File: src/rtl/alarm_bank.sv
// alarm_bank: NUM_ALARMS independent BCD mm:ss alarm slots, each with its own
// IDLE/ARMED/RINGING/SNOOZE state machine driven by the running clock digits.
// Status outputs are decoded directly from the registered slot states.
module alarm_bank #(
    parameter int  NUM_ALARMS   = 4,
    parameter int  SNOOZE_SEC   = 9,
    parameter int  RING_TIMEOUT = 60,
    localparam int IDW          = (NUM_ALARMS > 1) ? $clog2(NUM_ALARMS) : 1
) (
    input  logic                  clk,
    input  logic                  rst,
    input  logic                  i_oneSecStrb,
    input  logic                  i_oneSecPluse,
    input  logic [15:0]           i_time,
    input  logic                  ld_en,
    input  logic [IDW-1:0]        ld_sel,
    input  logic [1:0]            ld_digit,
    input  logic [3:0]            ld_num,
    input  logic                  en_set,
    input  logic                  en_clr,
    input  logic                  snooze,
    input  logic                  ack,
    input  logic [IDW-1:0]        rd_sel,
    output logic [15:0]           o_alarm_time,
    output logic [NUM_ALARMS-1:0] o_armed,
    output logic                  o_ring,
    output logic [IDW-1:0]        o_ring_id,
    output logic                  o_snoozing,
    output logic                  o_blink
);

    typedef enum logic [1:0] {
        S_IDLE  = 2'd0,
        S_ARMED = 2'd1,
        S_RING  = 2'd2,
        S_SNZ   = 2'd3
    } state_t;

    localparam logic [7:0] SNOOZE_LD = 8'(SNOOZE_SEC);
    localparam logic [7:0] RING_MAX  = 8'(RING_TIMEOUT);

    state_t      state_q    [NUM_ALARMS];
    state_t      state_d    [NUM_ALARMS];
    logic [7:0]  ring_cnt_q [NUM_ALARMS];
    logic [7:0]  ring_cnt_d [NUM_ALARMS];
    logic [7:0]  snz_cnt_q  [NUM_ALARMS];
    logic [7:0]  snz_cnt_d  [NUM_ALARMS];
    logic [15:0] alarm_q    [NUM_ALARMS];
    logic [15:0] alarm_d    [NUM_ALARMS];
    logic [15:0] time_q;

    logic [NUM_ALARMS-1:0] slot_hit;
    logic [NUM_ALARMS-1:0] tick_match;
    logic                  time_chg;
    logic                  digit_ok;

    function automatic logic [7:0] sat_inc(input logic [7:0] v);
        return (v == 8'hFF) ? v : v + 8'd1;
    endfunction

    function automatic logic [7:0] sat_dec(input logic [7:0] v);
        return (v == 8'h00) ? v : v - 8'd1;
    endfunction

    // Decode command addressing, digit legality and edge-qualified time match
    always_comb begin
        time_chg = (i_time != time_q);
        // Odd digit positions are tens digits (max 5), even are ones (max 9)
        digit_ok = ld_digit[0] ? (ld_num <= 4'd5) : (ld_num <= 4'd9);
        for (int k = 0; k < NUM_ALARMS; k++) begin
            slot_hit[k]   = (int'(ld_sel) == k);
            tick_match[k] = time_chg && (i_time == alarm_q[k]);
        end
    end

    // Next state of every slot: FSM with ack > snooze > en_clr > en_set > counting
    always_comb begin
        for (int k = 0; k < NUM_ALARMS; k++) begin
            state_d[k]    = state_q[k];
            ring_cnt_d[k] = ring_cnt_q[k];
            snz_cnt_d[k]  = snz_cnt_q[k];
            alarm_d[k]    = alarm_q[k];

            if (ack && (state_q[k] == S_RING || state_q[k] == S_SNZ)) begin
                state_d[k] = S_ARMED;
            end else if (snooze && state_q[k] == S_RING) begin
                state_d[k]   = S_SNZ;
                snz_cnt_d[k] = SNOOZE_LD;
            end else if (en_clr && slot_hit[k]) begin
                state_d[k] = S_IDLE;
            end else if (en_set && slot_hit[k] && state_q[k] == S_IDLE) begin
                state_d[k] = S_ARMED;
            end else begin
                case (state_q[k])
                    S_ARMED: begin
                        if (tick_match[k]) begin
                            state_d[k]    = S_RING;
                            ring_cnt_d[k] = 8'd0;
                        end
                    end
                    S_RING: begin
                        if (i_oneSecStrb) begin
                            ring_cnt_d[k] = sat_inc(ring_cnt_q[k]);
                            if (sat_inc(ring_cnt_q[k]) >= RING_MAX) begin
                                state_d[k] = S_ARMED;
                            end
                        end
                    end
                    S_SNZ: begin
                        if (i_oneSecStrb) begin
                            snz_cnt_d[k] = sat_dec(snz_cnt_q[k]);
                            if (sat_dec(snz_cnt_q[k]) == 8'd0) begin
                                state_d[k]    = S_RING;
                                ring_cnt_d[k] = 8'd0;
                            end
                        end
                    end
                    default: ;
                endcase
            end

            // Digit writes are independent of the FSM
            if (ld_en && slot_hit[k] && digit_ok) begin
                alarm_d[k][{ld_digit, 2'b00} +: 4] = ld_num;
            end
        end
    end

    // Status decode; scanning high-to-low leaves the lowest ringing index
    always_comb begin
        o_armed      = '0;
        o_ring       = 1'b0;
        o_ring_id    = '0;
        o_snoozing   = 1'b0;
        o_alarm_time = 16'h0000;
        for (int k = NUM_ALARMS - 1; k >= 0; k--) begin
            o_armed[k] = (state_q[k] != S_IDLE);
            if (state_q[k] == S_RING) begin
                o_ring    = 1'b1;
                o_ring_id = IDW'(k);
            end
            if (state_q[k] == S_SNZ) begin
                o_snoozing = 1'b1;
            end
            if (int'(rd_sel) == k) begin
                o_alarm_time = alarm_q[k];
            end
        end
        o_blink = o_ring & i_oneSecPluse;
    end

    // Slot state, counters, alarm times and previous clock value
    always_ff @(posedge clk or posedge rst) begin
        if (rst) begin
            time_q <= 16'h0000;
            for (int k = 0; k < NUM_ALARMS; k++) begin
                state_q[k]    <= S_IDLE;
                ring_cnt_q[k] <= 8'd0;
                snz_cnt_q[k]  <= 8'd0;
                alarm_q[k]    <= 16'h0000;
            end
        end else begin
            time_q <= i_time;
            for (int k = 0; k < NUM_ALARMS; k++) begin
                state_q[k]    <= state_d[k];
                ring_cnt_q[k] <= ring_cnt_d[k];
                snz_cnt_q[k]  <= snz_cnt_d[k];
                alarm_q[k]    <= alarm_d[k];
            end
        end
    end

endmodule

File: config.mk
export PLATFORM = sky130hd
export DESIGN_NAME = alarm_bank
export DESIGN_NICKNAME = d
export VERILOG_FILES = /design/src/rtl/alarm_bank.sv
export SDC_FILE = /design/constraint.sdc
export NUM_CORES = 1
export LEC_CHECK = 0
export ABC_AREA = 1
export ABC_CLOCK_PERIOD_IN_PS = 6030
export CAP_MARGIN = 15
export CELL_PAD_IN_SITES_DETAIL_PLACEMENT = 1
export CELL_PAD_IN_SITES_GLOBAL_PLACEMENT = 1
export CORE_MARGIN = 2
export CORE_UTILIZATION = 44
export DETAILED_ROUTE_END_ITERATION = 8
export GPL_ROUTABILITY_DRIVEN = 0
export GPL_TIMING_DRIVEN = 1
export MAX_ROUTING_LAYER = met4
export PLACE_DENSITY_LB_ADDON = 0.1
export SETUP_SLACK_MARGIN = 0.2
export SYNTH_ARGS = -nofsm -noshare
export SYNTH_HDL_FRONTEND = slang
export SYNTH_SLANG_ARGS = --single-unit
File: constraint.sdc
create_clock -name clk -period 6.03 [get_ports clk]
set_clock_uncertainty 0.05 [all_clocks]
set_input_delay 1.206 -clock clk [delete_from_list [all_inputs] [get_ports clk]]
set_output_delay 1.206 -clock clk [all_outputs]
set_load 0.1 [all_outputs]
; ---- After elaboration in Yosys (flattened, before gate mapping)
; Index checks and enable logic that the tools add are counted.
[word_totals]
reg_bits = 152
input_bits = 35
output_inout_bits = 25
word_cells = 313
[classes]
n_addsub = 9
n_lt_le_gt_ge = 6
n_eq_ne = 71
shifts = 2
mux = 109
bitwise = 17
n_reduce_logical = 82
[op_table]
columns = operator, count
row1 = 2-to-1 mux 8 bit, 44
row2 = case mux 8 bit (3 select lines), 4
row3 = 2-to-1 mux 2 bit, 40
row4 = bitwise mux 16 bit, 4
row5 = == test 16 bit, 4
row6 = logical NOT 8 bit, 8
row7 = 2-to-1 mux 16 bit, 4
row8 = "!= test 6 bit, second input constant", 8
row9 = "!= test 2 bit, second input constant", 21
row10 = "!= test 6 x 1 -> 1 bit, second input constant", 6
row11 = "!= test 6 x 2 -> 1 bit, second input constant", 6
row12 = AND reduction 9 bit, 4
row13 = "adder 8 x 1 -> 8 bit, second input constant", 4
row14 = "== test 8 bit, second input constant", 4
row15 = "greater-or-equal comparator 8 x 6 -> 1 bit, second input constant", 4
row16 = logical AND 1 bit, 32
row17 = "subtractor 8 x 1 -> 8 bit, second input constant", 4
row18 = nonzero test 7 bit, 4
row19 = "== test 2 bit, second input constant", 12
row20 = case mux 2 bit (3 select lines), 4
row21 = AND reduction 6 bit, 4
row22 = nonzero test 2 bit, 12
row23 = AND reduction 5 bit, 4
row24 = != test 16 bit, 1
row25 = other kinds (13), 54

; ---- Logic depth before layout (Yosys ltp)
; Gate-level depths: netlist of the first run.
[logic_depth]
word_depth = 10
mapped_depth = 16
ltp_nobuf = 16

; ---- Least setup slack after synthesis of the first run
; Ideal clock, no wire load.
[synth_path]
path_kind = input to output
startpoint = input port rd_sel[1]
endpoint = output port o_alarm_time[12]
arrival_time_ns = 3.210
required_ns = 4.774
path_slack_ns = 1.564
cell_stages = 5
n_path_buf = 1
path_cell_list = inv_1 -> nor2_1 -> inv_1 -> clkbuf_1 -> o2111ai_1
[synth_between]
elab_chain_len = 5
word_cells_on_any_way = 8
cone_classes = eq/ne: 3 / mux: 4 / reduce/logical: 1
[synth_rtl]
columns = item, line
row1 = from (decl), 23  ; input logic [IDW-1:0] rd_sel,
row2 = == test 2 x 1 -> 1 bit, 145  ; if (int'(rd_sel) == k) begin
row3 = 2-to-1 mux 16 bit (3 in a row), 145
row4 = 2-to-1 mux 16 bit *, 145
row5 = to (decl), 24  ; output logic [15:0] o_alarm_time,
; Mark *: on every way between the ends. The rest lies on a longest branch, timed or not.

; ---- Worst setup path in the final report of the first run
[layout_path]
startpoint = register state_q[1] (netlist name)
endpoint = output port o_blink
[layout_between]
elab_chain_len = 6
[layout_rtl]
columns = item, line
row1 = from (decl), 42  ; state_t state_q [NUM_ALARMS];
row2 = "from (signal, indexed assignment)", 165  ; state_q[k] <= state_d[k];
row3 = == test 2 bit, 138  ; if (state_q[k] == S_RING) begin
row4 = 2-to-1 mux 1 bit (4 in a row), 138
row5 = bitwise AND 1 bit, 149  ; o_blink = o_ring & i_oneSecPluse;
row6 = to (decl), 29  ; output logic o_blink
; No other way between the ends.

==> results.sh, run 1 <==
export IMPL_rsz0062_at_grt="no"
export IMPL_synth_cell_area_um2=9830
export IMPL_drt_total_wl_mm=30.0
export IMPL_r2r_cells=8
export IMPL_synth_seq_cells=152
export IMPL_critical_path_class="flip-flop to primary output"
export IMPL_drive_above_1_share_pct=6.92
export IMPL_clkTransAtPathRegs_ns=0.07
export IMPL_start_util_pct=44.9
export IMPL_overflow=0
export IMPL_drtIter0Drc=434
export IMPL_dp_hpwl_mm=22.7
export IMPL_crit_slowest_cell="clkdlybuf4s50_1"
export IMPL_path_common_cell="inv_1"
export IMPL_powerDensity_nw_per_um2=419
export IMPL_clk_path_buf_depth=2
export IMPL_finalSetupViolations=0
export IMPL_port_buffers=59
export IMPL_rr_endpoint="snz_cnt_q[5]"
export IMPL_layout_min_cycle_time_ns=4.63
export IMPL_ctsResizeCount=0
export IMPL_drc=0
export IMPL_finalMaxSlewViolations=0
export IMPL_syn_area_per_cell_um2=6.93
export IMPL_ys_warn_count=0
export IMPL_start_kind="flip-flop"
export IMPL_ios=60
export IMPL_htree_levels=4
export IMPL_hp_class="flip-flop to flip-flop"
export IMPL_dieArea_um2=23500
export IMPL_hold_viol_final=0
export IMPL_wl_per_cell_um=17.0
export IMPL_postLayoutCoreUtil_pct=51.1
export IMPL_core_um2=21900
export IMPL_synthCells=1419
export IMPL_cts_root_buf="clkbuf_16"
export IMPL_crit_start="state_q[1]"
export IMPL_ant_nets=0
export IMPL_grt_pass1_wl_mm=49.3
export IMPL_rrSetupSlack_ns=3.15
export IMPL_ctsHoldBuffers=0
export IMPL_insertedDiodeCount=0
export IMPL_syn_nets=1470
export IMPL_die_h_um=153
export IMPL_grt_max_degree=93
export IMPL_cts_sinks=152
export IMPL_die_w_um=153
export IMPL_cp_max_fo=11
export IMPL_clk_insertion_delay_late_ns=0.43
export IMPL_cap_violations=0
export IMPL_yosysSeqAreaShare_pct=38.7
export IMPL_fillCellCount=2870
export IMPL_antenna_found_initial=0
export IMPL_r2r_start="state_q[1]"
export IMPL_slowest_delay_ns=1.13
export IMPL_fmax_ghz=0.216
export IMPL_slew_limit_headroom_pct=35.3
export IMPL_grt_pass1_vias=9622
export IMPL_cp_cell_sequence="inv_1 > nor2_1 > inv_1 > nand2_1 > inv_1 > nand3_1 > and2_1 > clkdlybuf4s50_1"
export IMPL_cp_endpoint="o_blink"
export IMPL_end_kind="primary output"
export IMPL_track_usage_pct=26.9
export IMPL_leakagePower_nw=5.54
export IMPL_hold_path_cell_count=2
export IMPL_areaGrowthSynthToFinish_pct=13.9
export IMPL_vias=9379
export IMPL_cp_data_required_time_ns=4.77
export IMPL_cts_setup_buffers=0
export IMPL_setup_tns_final_ns=0
export IMPL_final_nets=1526
export IMPL_worstMarginPinSlew_ns=0.968
export IMPL_peakVddDrop_mv=0.236
export IMPL_cts_tree="yes"
export IMPL_avgViaCountPerCell=5.30
export IMPL_rows=54
export IMPL_drt_first_pass_iters=5
export IMPL_ys_types=41
export IMPL_fin_crit_sh_pct=76.8
export IMPL_outcome="finished, final reports clean"
export IMPL_arrival_ns=3.37
export IMPL_cts_inserted_buffers=17
==> per-stage QoR <==
stage | setup slack, ns | total power, mW | std cells | area (um^2) | hold slack, ns
6_report | 1.40 | 4.69 | 1768 | 11200 | 0.430
4_1_cts | 1.38 | 4.72 | 1768 | 11200 | 0.444
5_1_grt | 1.17 | 5.03 | 1768 | 11200 | 0.475
2_1_floorplan | 0.681 | 3.09 | 1419 | 9830 | 0.392
3_5_place_dp | 1.70 | 3.67 | 1736 | 10600 | 0.427
3_3_place_gp | 1.77 | 3.60 | 1736 | 10600 | 0.407
==> cells in the mapped netlist, drive strengths merged <==
master	instances	share of area, %
o31ai	1	0.076
a31oi	2	0.13
xnor2	48	4.3
and2	1	0.064
nand2	465	18
and3	1	0.064
o21bai	1	0.076
buf	13	0.75
nand3	113	5.8
clkbuf	13	0.55
o2111ai	7	0.62
nand4	21	1.5
nor3b	1	0.076
a22o	1	0.089
inv	194	7.4
ha	16	2.0
or2	8	0.51
a211oi	1	0.13
o21ai	76	4.2
nor2	156	6.4
a22oi	6	0.46
a21oi	44	2.4
dfrtp	152	39
mux2	7	0.80
o22ai	32	2.0
nor3	16	0.87
xor2	23	2.0
==> registers in the layout, indices dropped and copies added, names as in the netlist <==
| signal | count |
|---|---|
| time_q | 16 |
| snz_cnt_q | 32 |
| state_q | 8 |
| ring_cnt_q | 32 |
| alarm_q | 64 |
==> worst min path at each step <==
stage | to | slack, ns | from
global route | ring_cnt_q[30] | 0.48 | ring_cnt_q[30]
global placement | ring_cnt_q[30] | 0.41 | ring_cnt_q[30]
CTS | ring_cnt_q[30] | 0.44 | ring_cnt_q[30]
detailed placement | ring_cnt_q[30] | 0.43 | ring_cnt_q[30]
finish | ring_cnt_q[30] | 0.43 | ring_cnt_q[30]
floorplan | ring_cnt_q[30] | 0.39 | ring_cnt_q[30]
==> critical path, delay by kind of cell (launching register included) <==
family	cells	cell delay (ns)
buffers and inverters	4	1.49
DFF	1	0.46
and+or+nand+nor	4	0.99
==> power by group <==
group,internal [mW],leakage (nW),switching [mW],total (mW)
Clock,0.572,0.257,0.464,1.04
Combinational,0.630,3.35,1.61,2.24
Sequential,1.22,1.93,0.195,1.42
Total,2.42,5.54,2.27,4.69
==> cells by family (layout without fill, tap and decap cells) <==
logic type / after synthesis / count (layout) / share of synthesized area [%]
AND/OR/NAND/NOR: 782 / 782 / 33.3
adder cells (fa/ha/maj): 16 / 16 / 2.04
buffers and inverters: 220 / 289 / 8.71
XOR/XNOR: 71 / 71 / 6.33
flip-flops: 152 / 152 / 38.7
AO/OA/AOI/OAI: 171 / 171 / 10.1
multiplexers: 7 / 7 / 0.802
==> layout by cell type, fill, tap and decap left out, drive strengths merged, types with 8 or more instances in the layout <==
master         count
a21oi             44
buf               20
clkbuf            19
clkdlybuf4s50     43
dfrtp            152
ha                16
inv              198
nand2            465
nand3            113
nand4             21
nor2             156
nor3              16
o21ai             76
o22ai             32
or2                8
xnor2             48
xor2              23
==> area by class of cell <==
cell class | count | area (um^2) | area share [%]
Multi-Input combinational cell | 1047 | 5170 | 46.2
Sequential cell | 152 | 3800 | 34.0
Inverter | 194 | 733 | 6.55
Timing Repair Buffer | 63 | 581 | 5.19
Clock buffer | 19 | 433 | 3.87
Tap cell | 280 | 350 | 3.13
Clock inverter | 13 | 121 | 1.08
==> per-layer routing <==
layer / global-route usage [%] / wire (um) / part of all wire (%) / up-vias
li1: - / - / - / 4608
met1: 35.4 / 13900 / 47 / 4580
met2: 43.2 / 14400 / 48 / 144
met3: 3.54 / 960 / 3.2 / 47
met4: 8.61 / 675 / 2.3 / 0
met5: - / 0 / 0 / -
(Power assumes the default switching activity.)
==> inputs of run 2 (changes only) <==
--- a/config.mk
+++ b/config.mk
@@ -6,7 +6,7 @@
 export NUM_CORES = 1
 export LEC_CHECK = 0
 export ABC_AREA = 1
-export ABC_CLOCK_PERIOD_IN_PS = 6030
+export ABC_CLOCK_PERIOD_IN_PS = 4800
 export CAP_MARGIN = 15
 export CELL_PAD_IN_SITES_DETAIL_PLACEMENT = 1
 export CELL_PAD_IN_SITES_GLOBAL_PLACEMENT = 1
==> constraint.sdc (replaced) <==
create_clock -name clk -period 4.8 [get_ports clk]
set_clock_uncertainty 0.05 [all_clocks]
set_input_delay 0.96 -clock clk [delete_from_list [all_inputs] [get_ports clk]]
set_output_delay 0.96 -clock clk [all_outputs]
set_load 0.1 [all_outputs]
==> run 2 against run 1 <==
Against the previous run:
- non-clock buffer count fell by 1
- hold slack improved by 0.027 ns
- first-iteration DRC count rose by 11%
- power rose by 28%
- global-route usage rose by 0.12 points
- final cell count barely moved
- clock power rose by 32%
- via count barely moved
- utilization rose by 1.0 points
- die area did not move
- count of clock-buffer cells in the layout did not move
- critical endpoint is now o_alarm_time[7]
==> results.sh, run 2 (synthesis results as in run 1) <==
export IMPL_die_w_um=153
export IMPL_path_common_cell="nand2_1"
export IMPL_reg_top3="alarm_q: 64 flops, ring_cnt_q: 32 flops, snz_cnt_q: 32 flops"
export IMPL_ctsResizeCount=0
export IMPL_worst_path_buf_inv=3
export IMPL_port_buffers=59
export IMPL_core_um2=21900
export IMPL_cts_root_buf="clkbuf_16"
export IMPL_final_nets=1525
export IMPL_grt_max_degree=133
export IMPL_crit_slowest_cell="nand2_1"
export IMPL_die_h_um=153
export IMPL_final_cell_mix="nand2_1 (458), inv_1 (186), dfrtp_1 (152), nor2_1 (143), nand3_1 (113)"
export IMPL_insertedDiodeCount=0
export IMPL_slew_limit_headroom_pct=32.8
export IMPL_grt_pass1_wl_mm=49.8
export IMPL_end_kind="primary output"
export IMPL_peakVddDrop_mv=0.273
export IMPL_drive_above_1_share_pct=7.20
export IMPL_outcome="finished, final reports clean"
export IMPL_layout_min_cycle_time_ns=3.86
export IMPL_fmax_ghz=0.259
export IMPL_track_usage_pct=27.0
export IMPL_rrSetupSlack_ns=2.04
export IMPL_cap_violations=0
export IMPL_drtIter0Drc=483
export IMPL_rows=54
export IMPL_hp_class="flip-flop to flip-flop"
export IMPL_htree_levels=4
export IMPL_crit_family="buffers and inverters"
export IMPL_rsz0062_at_grt="no"
export IMPL_setup_tns_final_ns=0
export IMPL_drt_first_pass_iters=7
export IMPL_leakagePower_nw=5.63
export IMPL_cts_tree="yes"
export IMPL_start_kind="input port"
export IMPL_antenna_found_initial=0
export IMPL_hold_viol_final=0
export IMPL_dp_hpwl_mm=22.2
export IMPL_drc=0
export IMPL_clk_insertion_delay_late_ns=0.43
export IMPL_cp_cell_sequence="clkdlybuf4s50_1 > nand2_1 > inv_1 > nand2_1 > o2111ai_1 > buf_12"
export IMPL_overflow=0
export IMPL_avgViaCountPerCell=5.31
export IMPL_largest_register="alarm_q"
export IMPL_finalSetupViolations=0
export IMPL_ctsHoldBuffers=0
export IMPL_dieArea_um2=23500
export IMPL_largest_reg_flops=64
export IMPL_vias=9388
export IMPL_grt_pass1_vias=9806
export IMPL_mostFrequentLayoutCell="nand2_1"
export IMPL_worstMarginPinSlew_ns=1.01
export IMPL_clk_path_buf_depth=2
export IMPL_ant_nets=0
export IMPL_powerDensity_nw_per_um2=525
export IMPL_drt_total_wl_mm=29.7
export IMPL_cts_sinks=152
export IMPL_cts_inserted_buffers=17
export IMPL_wl_per_cell_um=16.8
export IMPL_p_total_mw=5.99
export IMPL_cp_data_required_time_ns=3.79
export IMPL_cts_setup_buffers=0
export IMPL_start_util_pct=44.9
export IMPL_fin_crit_sh_pct=80.3
export IMPL_arrival_ns=2.85
export IMPL_finalMaxSlewViolations=0
export IMPL_critical_path_class="input port to primary output"
export IMPL_cp_max_fo=12
export IMPL_ios=60
export IMPL_slowest_delay_ns=0.49
export IMPL_areaGrowthSynthToFinish_pct=16.2
export IMPL_fillCellCount=2871
export IMPL_clkTransAtPathRegs_ns=0.06
==> run 2: worst paths after layout <==
kind | start | endpoint | cells past startpoint
max | rd_sel[0] | o_alarm_time[7] | 6
min | ring_cnt_q[30] | ring_cnt_q[30] | 2
max reg2reg | state_q[1] | snz_cnt_q[5] | 8
min reg2reg | ring_cnt_q[30] | ring_cnt_q[30] | 2
max in group asynchronous | rst | alarm_q[45] | 3
min in group asynchronous | rst | snz_cnt_q[30] | 2
==> run 2: per-stage QoR <==
stage	area (um^2)	worst slack (ns)	util, %	std cells	hold WS, ns
after floorplan	9830	0.826	-	1419	0.392
after global placement	10800	1.06	49.5	1735	0.407
after detailed placement	10800	0.996	49.5	1735	0.444
after CTS	11400	0.972	52.2	1767	0.459
after global routing	11400	0.887	52.2	1767	0.480
final	11400	0.945	52.2	1767	0.457
==> run 2: final cells by class <==
cell class / count / area (um^2) / share of cell area [%]
clock buffer: 19 / 443 / 3.88
multi-input combinational: 1047 / 5170 / 45.3
clock inverter: 13 / 146 / 1.28
timing repair buffer: 62 / 776 / 6.79
sequential: 152 / 3800 / 33.3
inverter: 194 / 732 / 6.41
tap: 280 / 350 / 3.07
==> run 2: metal layers <==
layer | track usage, % | vias up | part of all wire [%]
met5 | - | - | 0
met4 | 6.47 | 0 | 1.4
met3 | 3.29 | 34 | 3.0
met2 | 44.2 | 135 | 48
met1 | 36.0 | 4608 | 48
li1 | - | 4611 | -
==> run 2: where the power goes <==
group,internal [mW],switching [mW]
sequential,1.54,0.240
clock,0.785,0.583
combinational,0.827,2.02
total,3.15,2.85
==> run 2: worst min-delay path, stage by stage (launching register included) <==
cell and delay [ns]:
dfrtp_1 0.35, nand2_1 0.07, nand2_1 0.06
==> inputs of run 3 (changes only) <==
--- a/config.mk
+++ b/config.mk
@@ -6,7 +6,7 @@
 export NUM_CORES = 1
 export LEC_CHECK = 0
 export ABC_AREA = 1
-export ABC_CLOCK_PERIOD_IN_PS = 4800
+export ABC_CLOCK_PERIOD_IN_PS = 3600
 export CAP_MARGIN = 15
 export CELL_PAD_IN_SITES_DETAIL_PLACEMENT = 1
 export CELL_PAD_IN_SITES_GLOBAL_PLACEMENT = 1
==> constraint.sdc (replaced) <==
create_clock -name clk -period 3.6 [get_ports clk]
set_clock_uncertainty 0.05 [all_clocks]
set_input_delay 0.72 -clock clk [delete_from_list [all_inputs] [get_ports clk]]
set_output_delay 0.72 -clock clk [all_outputs]
set_load 0.1 [all_outputs]
==> run 3 against run 2 <==
Against the previous run:
- sequential share of layout area fell by 0.31 points
- first-iteration DRC count fell by 9.9%
- design area rose by 0.95%
- critical endpoint is now o_alarm_time[8]
- highest routed layer unchanged
==> results.sh, run 3 (synthesis results as in run 1) <==
export IMPL_port_buffers=59
export IMPL_drt_total_wl_mm=30.5
export IMPL_post_place_ws_ns=0.309
export IMPL_fin_crit_sh_pct=91.8
export IMPL_outcome="finished, final reports clean"
export IMPL_rows=54
export IMPL_grt_max_degree=38
export IMPL_setup_slack_ns=0.294
export IMPL_hold_worst_slack_ns=0.436
export IMPL_drc=0
export IMPL_peakVddDrop_mv=0.459
export IMPL_wl_per_cell_um=17.1
export IMPL_worstMarginPinSlew_ns=0.872
export IMPL_slowest_delay_ns=0.52
export IMPL_drt_first_pass_iters=6
export IMPL_cp_max_fo=14
export IMPL_rsz0062_at_grt="no"
export IMPL_mostFrequentLayoutCell="nand2_1"
export IMPL_cts_inserted_buffers=17
export IMPL_clk_path_buf_depth=2
export IMPL_slew_limit_headroom_pct=41.8
export IMPL_cp_data_required_time_ns=2.83
export IMPL_avgViaCountPerCell=5.33
export IMPL_leakagePower_nw=5.71
export IMPL_end_kind="primary output"
export IMPL_areaGrowthSynthToFinish_pct=17.3
export IMPL_cp_cell_sequence="clkdlybuf4s50_1 > nor2_1 > inv_1 > o22ai_1 > a21oi_1 > nand2_1 > buf_12"
export IMPL_ctsResizeCount=0
export IMPL_clk_insertion_delay_late_ns=0.44
export IMPL_start_kind="input port"
export IMPL_arrival_ns=2.54
export IMPL_ctsHoldBuffers=0
export IMPL_start_util_pct=44.9
export IMPL_seq_area_um2=3800
export IMPL_final_nets=1538
export IMPL_overflow=0
export IMPL_vias=9481
export IMPL_drive_above_1_share_pct=8.47
export IMPL_die_w_um=153
export IMPL_ios=60
export IMPL_largest_register="alarm_q"
export IMPL_postLayoutCoreUtil_pct=52.7
export IMPL_fmax_ghz=0.302
export IMPL_die_h_um=153
export IMPL_final_cell_mix="nand2_1 (458), inv_1 (186), dfrtp_1 (152), nor2_1 (143), nand3_1 (113)"
export IMPL_cts_setup_buffers=0
export IMPL_crit_slowest_cell="clkdlybuf4s50_1"
export IMPL_critical_path_class="input port to primary output"
export IMPL_finalMaxSlewViolations=0
export IMPL_layout_min_cycle_time_ns=3.31
export IMPL_grt_pass1_vias=9950
export IMPL_fillCellCount=2835
export IMPL_cts_sinks=152
export IMPL_grt_pass1_wl_mm=50.2
export IMPL_setup_tns_final_ns=0
export IMPL_powerDensity_nw_per_um2=702
export IMPL_multiInputGateArea_um2=5180
export IMPL_antenna_found_initial=0
export IMPL_ant_nets=0
export IMPL_finalSetupViolations=0
export IMPL_track_usage_pct=27.2
export IMPL_cts_root_buf="clkbuf_16"
export IMPL_htree_levels=4
export IMPL_dieArea_um2=23500
export IMPL_largest_reg_flops=64
export IMPL_drtIter0Drc=435
export IMPL_hp_class="flip-flop to flip-flop"
export IMPL_core_um2=21900
export IMPL_hold_viol_final=0
export IMPL_cts_tree="yes"
export IMPL_dp_hpwl_mm=23.2
export IMPL_reg_top3="alarm_q: 64 flops, ring_cnt_q: 32 flops, snz_cnt_q: 32 flops"
export IMPL_clkTransAtPathRegs_ns=0.07
export IMPL_insertedDiodeCount=0
export IMPL_cap_violations=0
[run 3: cell count changes in the layout (fill, tap and decap cells not counted)]
cell,previous run,this run
clkdlybuf4s50_1,39,34
clkbuf_8,1,0
nor3_2,1,2
nor3_1,15,14
o2111ai_2,0,1
clkinv_4,5,0
o2111ai_1,7,6
buf_4,6,23
inv_8,0,2
inv_6,2,6
buf_12,17,18
[run 3: layout make-up]
cell class / instances / area share [%]
clock inverters: 14 / 1.39
well taps: 280 / 3.04
multi-input cells: 1047 / 44.9
repair buffers: 75 / 7.58
inverters: 194 / 6.35
flip-flops and latches: 152 / 33.0
clock buffers: 18 / 3.72
[run 3: worst max-delay path, delay by kind of cell]
| kind | cells | cell delay [ns] |
|---|---|---|
| buf+inv | 3 | 1.19 |
| compound gates | 2 | 0.37 |
| simple gates | 2 | 0.25 |
[run 3: power by group]
| group | internal (mW) | switching (mW) |
|---|---|---|
| logic | 1.12 | 2.74 |
| clock network | 1.04 | 0.815 |
| registers | 2.05 | 0.329 |
[run 3: layer usage]
metal / GRT usage [%] / vias to the layer above / wire length, um / part of all wire, %
li1: - / 4651 / - / -
met1: 35.5 / 4632 / 14400 / 47
met2: 44.9 / 153 / 14600 / 48
met3: 3.37 / 45 / 922 / 3.0
met4: 7.34 / 0 / 604 / 2.0
met5: - / - / 0 / 0
[run 3: worst paths after layout]
check / startpoint / end / slack [ns] / depth (start not counted)
max: rd_sel[0] / o_alarm_time[8] / 0.29 / 7
min: ring_cnt_q[30] / ring_cnt_q[30] / 0.44 / 2
max reg2reg: snz_cnt_q[0] / ring_cnt_q[0] / 1.17 / 13
min reg2reg: ring_cnt_q[30] / ring_cnt_q[30] / 0.44 / 2
max in group asynchronous: rst / alarm_q[34] / 2.03 / 3
min in group asynchronous: rst / ring_cnt_q[30] / 0.76 / 2
[run 3: per-stage QoR]
| stage | cells | instance area, um^2 | power (mW) |
|---|---|---|---|
| 2_1_floorplan | 1419 | 9840 | 5.18 |
| 6_report | 1780 | 11500 | 8.10 |
| 3_3_place_gp | 1748 | 10900 | 6.11 |
| 5_1_grt | 1780 | 11500 | 8.63 |
| 4_1_cts | 1780 | 11500 | 8.12 |
| 3_5_place_dp | 1748 | 10900 | 6.24 |
